### src/rtl/alarm_serial_pkg.sv
// Shared definitions for the alarm-state serial link (transmitter and receiver).
package alarm_serial_pkg;

  localparam int DEFAULT_MSG_W = 4;

  typedef enum logic [0:0] {
    IDLE  = 1'b0,
    SHIFT = 1'b1
  } rx_state_e;

endpackage

### src/rtl/serial_msg_receiver_link_watchdog.sv
// Saturating link watchdog: counts enabled cycles since the last completed frame.
module link_watchdog #(
  parameter int TIMEOUT = 1024
) (
  input  logic CLK,
  input  logic RST,
  input  logic EN,
  input  logic clear,
  output logic expired
);

  localparam int CNT_W = $clog2(TIMEOUT + 1);
  localparam logic [CNT_W-1:0] LIMIT = CNT_W'(TIMEOUT);
  localparam logic [CNT_W-1:0] ONE   = CNT_W'(1);

  logic [CNT_W-1:0] cnt_r;
  logic [CNT_W-1:0] cnt_nxt_s;
  logic             expired_r;

  // Next count: clear wins, otherwise count enabled cycles up to the limit
  always_comb begin
    cnt_nxt_s = cnt_r;
    if (clear) begin
      cnt_nxt_s = {CNT_W{1'b0}};
    end else if (EN && (cnt_r != LIMIT)) begin
      cnt_nxt_s = cnt_r + ONE;
    end else begin
      cnt_nxt_s = cnt_r;
    end
  end

  // Count and expiry flag registers; expiry is registered from the next count
  always_ff @(posedge CLK) begin
    if (RST) begin
      cnt_r     <= {CNT_W{1'b0}};
      expired_r <= 1'b0;
    end else begin
      cnt_r     <= cnt_nxt_s;
      expired_r <= (cnt_nxt_s == LIMIT);
    end
  end

  assign expired = expired_r;

endmodule

### src/rtl/serial_msg_receiver.sv
// Deserializes strobe-framed alarm words, optionally confirming each word by two
// identical consecutive frames, and reports framing errors and link loss.
module serial_msg_receiver
  import alarm_serial_pkg::*;
#(
  parameter int MSG_W   = DEFAULT_MSG_W,
  parameter int CONFIRM = 1,
  parameter int TIMEOUT = 1024
) (
  input  logic             CLK,
  input  logic             RST,
  input  logic             EN,
  input  logic             state_send,
  input  logic             state_out,
  output logic [MSG_W-1:0] msg,
  output logic             msg_valid,
  output logic             msg_changed,
  output logic             frame_err,
  output logic             link_lost
);

  localparam int CNT_W = (MSG_W > 1) ? $clog2(MSG_W) : 1;
  localparam logic [CNT_W-1:0] LAST_BIT   = CNT_W'(MSG_W - 1);
  localparam logic [CNT_W-1:0] CNT_ZERO   = {CNT_W{1'b0}};
  localparam logic [CNT_W-1:0] CNT_ONE    = CNT_W'(1);
  localparam logic             CONFIRM_EN = (CONFIRM != 0);

  rx_state_e        state_r;
  rx_state_e        state_nxt_s;
  logic [CNT_W-1:0] bit_cnt_r;
  logic [CNT_W-1:0] bit_cnt_nxt_s;
  logic [MSG_W-1:0] shift_r;
  logic [MSG_W-1:0] shift_nxt_s;
  logic [MSG_W-1:0] cand_r;
  logic             cand_valid_r;
  logic [MSG_W-1:0] msg_r;
  logic             msg_valid_r;
  logic             msg_changed_r;
  logic             frame_err_r;
  logic             frame_done_s;
  logic             frame_abort_s;
  logic             accept_s;

  // FSM state and bit counter registers
  always_ff @(posedge CLK) begin
    if (RST) begin
      state_r   <= IDLE;
      bit_cnt_r <= CNT_ZERO;
    end else begin
      state_r   <= state_nxt_s;
      bit_cnt_r <= bit_cnt_nxt_s;
    end
  end

  // Next state: a start strobe seen mid-frame restarts the frame from bit 0
  always_comb begin
    state_nxt_s   = state_r;
    bit_cnt_nxt_s = bit_cnt_r;
    case (state_r)
      IDLE: begin
        if (EN && state_send) begin
          state_nxt_s   = SHIFT;
          bit_cnt_nxt_s = CNT_ZERO;
        end else begin
          state_nxt_s   = IDLE;
          bit_cnt_nxt_s = bit_cnt_r;
        end
      end
      SHIFT: begin
        if (!EN) begin
          state_nxt_s   = IDLE;
          bit_cnt_nxt_s = CNT_ZERO;
        end else if (state_send) begin
          state_nxt_s   = SHIFT;
          bit_cnt_nxt_s = CNT_ZERO;
        end else if (bit_cnt_r == LAST_BIT) begin
          state_nxt_s   = IDLE;
          bit_cnt_nxt_s = CNT_ZERO;
        end else begin
          state_nxt_s   = SHIFT;
          bit_cnt_nxt_s = bit_cnt_r + CNT_ONE;
        end
      end
      default: begin
        state_nxt_s   = IDLE;
        bit_cnt_nxt_s = CNT_ZERO;
      end
    endcase
  end

  // Frame decode: shift data, detect completion/abort, decide acceptance
  always_comb begin
    shift_nxt_s   = shift_r;
    frame_done_s  = 1'b0;
    frame_abort_s = 1'b0;
    if ((state_r == SHIFT) && EN) begin
      if (state_send) begin
        frame_abort_s = 1'b1;
      end else begin
        shift_nxt_s[bit_cnt_r] = state_out;
        frame_done_s           = (bit_cnt_r == LAST_BIT);
      end
    end else begin
      frame_done_s  = 1'b0;
      frame_abort_s = 1'b0;
    end
    accept_s = frame_done_s && (!CONFIRM_EN || (cand_valid_r && (cand_r == shift_nxt_s)));
  end

  // Datapath and output registers; every completed frame becomes the new candidate
  always_ff @(posedge CLK) begin
    if (RST) begin
      shift_r       <= {MSG_W{1'b0}};
      cand_r        <= {MSG_W{1'b0}};
      cand_valid_r  <= 1'b0;
      msg_r         <= {MSG_W{1'b0}};
      msg_valid_r   <= 1'b0;
      msg_changed_r <= 1'b0;
      frame_err_r   <= 1'b0;
    end else begin
      shift_r <= shift_nxt_s;
      if (frame_done_s) begin
        cand_r       <= shift_nxt_s;
        cand_valid_r <= 1'b1;
      end
      if (accept_s) begin
        msg_r <= shift_nxt_s;
      end
      msg_valid_r   <= accept_s;
      msg_changed_r <= accept_s && (shift_nxt_s != msg_r);
      frame_err_r   <= frame_abort_s;
    end
  end

  link_watchdog #(
    .TIMEOUT(TIMEOUT)
  ) u_watchdog (
    .CLK    (CLK),
    .RST    (RST),
    .EN     (EN),
    .clear  (frame_done_s),
    .expired(link_lost)
  );

  assign msg         = msg_r;
  assign msg_valid   = msg_valid_r;
  assign msg_changed = msg_changed_r;
  assign frame_err   = frame_err_r;

endmodule

### config.mk
export PLATFORM = sky130hd
export DESIGN_NAME = serial_msg_receiver
export DESIGN_NICKNAME = d
export VERILOG_FILES = /design/src/rtl/alarm_serial_pkg.sv /design/src/rtl/serial_msg_receiver_link_watchdog.sv /design/src/rtl/serial_msg_receiver.sv
export SDC_FILE = /design/constraint.sdc
export NUM_CORES = 1
export LEC_CHECK = 0
export BUFFER_PORTS_ARGS = -buffer_cell sky130_fd_sc_hd__buf_2
export CAP_MARGIN = 40
export CORE_MARGIN = 3
export CORE_UTILIZATION = 58
export DETAILED_ROUTE_END_ITERATION = 12
export PLACE_DENSITY_LB_ADDON = 0.15
export SYNTH_ARGS = -nofsm -noshare
export SYNTH_HDL_FRONTEND = slang
export SYNTH_SLANG_ARGS = --single-unit
### constraint.sdc
create_clock -name CLK -period 2.29 [get_ports CLK]
set_input_delay 0.229 -clock CLK [delete_from_list [all_inputs] [get_ports CLK]]
set_output_delay 0.229 -clock CLK [all_outputs]
set_load 0.01 [all_outputs]
==> metrics.cfg <==
[clocking]
cts_root_buffer = clkbuf_4
cts_tree = done
clk_pin_slew_ps = 90
cts_buffer_depth = 2
clk_latency_ps = 340
clock_sinks = 31
holdBufCountCts = 0
cts_max_level = 2
post_cts_buffers = 0
cts-resized-gates = 0
cts_buffers = 5

[grt]
grt_max_degree = 21
overflow = 0
antenna_found_initial = 0
grt_pass1_vias = 1225
grt_pass1_wl_um = 4950
grt_usage = 0.196

[timing]
period_needed_ps = 2070
rsz0062_at_grt = false
finalCritPeriodShare = 0.906
slew_headroom = 0.636
fmax_ghz = 0.482
drv_slew = 0
setup_viol = 0
skew_ps = 14.9
layout_setup_ws_ps = 215
hold_viol_final = 0
fin_tns_setup_ps = 0
worst_slew_pin_slew_ps = 545

[routing]
first_pass_iters = 4
route.detailed.drc = 0
via_per_inst = 5.56
vias = 1202
drtIter0Drc = 31
ant_nets = 0
wirelength_um = 2790
wl_per_cell_um = 12.9

[finish]
area_delta_synth_final_pct = 8.55
layout.nets = 197
layout_common_cells = dfxtp_1, nor2_1, buf_2
layout_commonest_cell = dfxtp_1
diodes = 0
regArea_um2 = 621
fill_cells = 206
final_util = 0.674
drive_gt1_frac = 0.151
final_cells = 216
multi_input_area_um2 = 868

[die]
row_count = 18
initial_core_util = 0.621
core_mm2 = 0.00250
fp.dieH_um = 57.7
die-area_mm2 = 0.00333
die_w_um = 57.7
io_pins = 13

[run]
drv_cap = 0

[setup_path]
endpoint_kind = flop
crit_type = reg2reg
critPathSlowestCell = dfxtp_1
rr_worst_depth = 7
critPathRequiredTime_ps = 2520
worstSetupStartpointType = flop
cp.arrival_ps = 2300
worstPathMaxFanout = 6
crit_path_cell_trace = inv_1 -> ha_1 -> nand4b_1 -> mux2i_2 -> a2bb2oi_2 -> nand4_2 -> mux2_1
cpPeakStageDelay_ps = 400

[yosys]
synth_edf_count = 0
seq_area_frac_synth = 0.400
netlist_area_mm2 = 0.00155
yosysWarnings = 0
syn_avg_cell_area_um2 = 8.97
synthCells = 173
async_flop_share = 0
synth_cell_types = 43
synth_fp_nets = 184
ys.flop_type = dfxtp_1
synth-seq-cells = 31

[hold_path]
hold_class = in2reg
holdPathStages = 2

[placement]
port_buffers = 12
placed_cells = 209
post-dp-hpwl_um = 2000
gp_congestion = 0.863
post-place-ws_ps = 205

[pwr]
pwr_density_cell_mw_per_mm2 = 550
p_leak_nw = 0.672
peakVddDrop_mv = 0.530

[outcome]
status = completed

power by group:
part	leakage, nW	total (mW)	internal, mW	switching [mW]
clock network	0.0341	0.323	0.142	0.181
logic	0.388	0.0519	0.0212	0.0307
registers	0.250	0.551	0.544	0.00688
final cells by class:
cell class | instances | area share
Clock buffer | 6 | 0.0305
Clock inverter | 1 | 0.00297
Inverter | 7 | 0.0156
Multi-Input combinational cell | 127 | 0.516
Sequential cell | 31 | 0.368
Tap cell | 30 | 0.0223
Timing Repair Buffer | 14 | 0.0446
worst max-delay path: cells and delay by family (launching register included):
| kind | cells | cell delay, ps |
|---|---|---|
| multiplexers | 2 | 730 |
| flip-flops | 1 | 400 |
| buffers and inverters | 1 | 90 |
| AO/OA/AOI/OAI | 1 | 170 |
| adder cells (fa/ha/maj) | 1 | 240 |
| AND/OR/NAND/NOR | 2 | 340 |
flip-flops by register name (all words and copies together), names as in the netlist:
signal              cells
msg                     4
u_watchdog.expired      1
state_r                 1
msg_changed             1
cand_r                  4
shift_r                 4
msg_valid               1
frame_err               1
u_watchdog.cnt_r       11
bit_cnt_r               2
cand_valid_r            1
metal layers:
layer,routed length [um],vias to the layer above,GRT usage,part of all wire
met4,53,0,0.0960,0.019
met2,1360,17,0.353,0.49
met5,0,-,0,0
met3,101,5,0.0668,0.036
met1,1270,551,0.199,0.46
li1,-,629,-,-
path summary, 6_finish.rpt:
kind	startpoint	endpoint	slack, ps
worst max-delay path	bit_cnt_r[0]	msg[3]	220
worst max register to register	bit_cnt_r[0]	msg[3]	220
worst min register to register	cand_valid_r	cand_valid_r	480
worst min-delay path	state_send	frame_err	220
metrics by stage:
stage	total power [mW]	area, um2	hold WS, ps
floorplan	0.602	1550	395
detailed placement	0.615	1630	464
global route	0.968	1680	224
finish	0.925	1680	225
global placement	0.614	1630	451
CTS	0.938	1680	211
cells by family after synthesis:
kind of cell | Yosys count | synth area share
buffers and inverters | 15 | 0.0403
xor gates and xnor gates | 15 | 0.0847
DFF | 31 | 0.400
muxes | 10 | 0.0702
and+or+nand+nor | 75 | 0.262
AOI/OAI and AO/OA | 21 | 0.0944
adders and majority gates | 6 | 0.0484
cells in the mapped netlist (2+ instances only):
cell type / count / share of area
a211oi_1: 4 / 0.019
a21oi_1: 8 / 0.026
and4_1: 2 / 0.011
buf_2: 2 / 0.0065
clkbuf_1: 5 / 0.012
dfxtp_1: 31 / 0.40
ha_1: 6 / 0.048
inv_1: 7 / 0.017
mux2_1: 2 / 0.015
mux2_2: 2 / 0.015
mux2i_1: 5 / 0.032
nand2_1: 10 / 0.024
nand4_1: 3 / 0.012
nand4b_1: 4 / 0.023
nor2_1: 29 / 0.070
nor2b_1: 6 / 0.024
nor3_1: 4 / 0.013
nor3b_1: 2 / 0.0097
nor4_1: 3 / 0.012
o31ai_1: 2 / 0.0097
xnor2_1: 10 / 0.056
xor2_1: 5 / 0.028
Power figures use the tool's default switching activity.
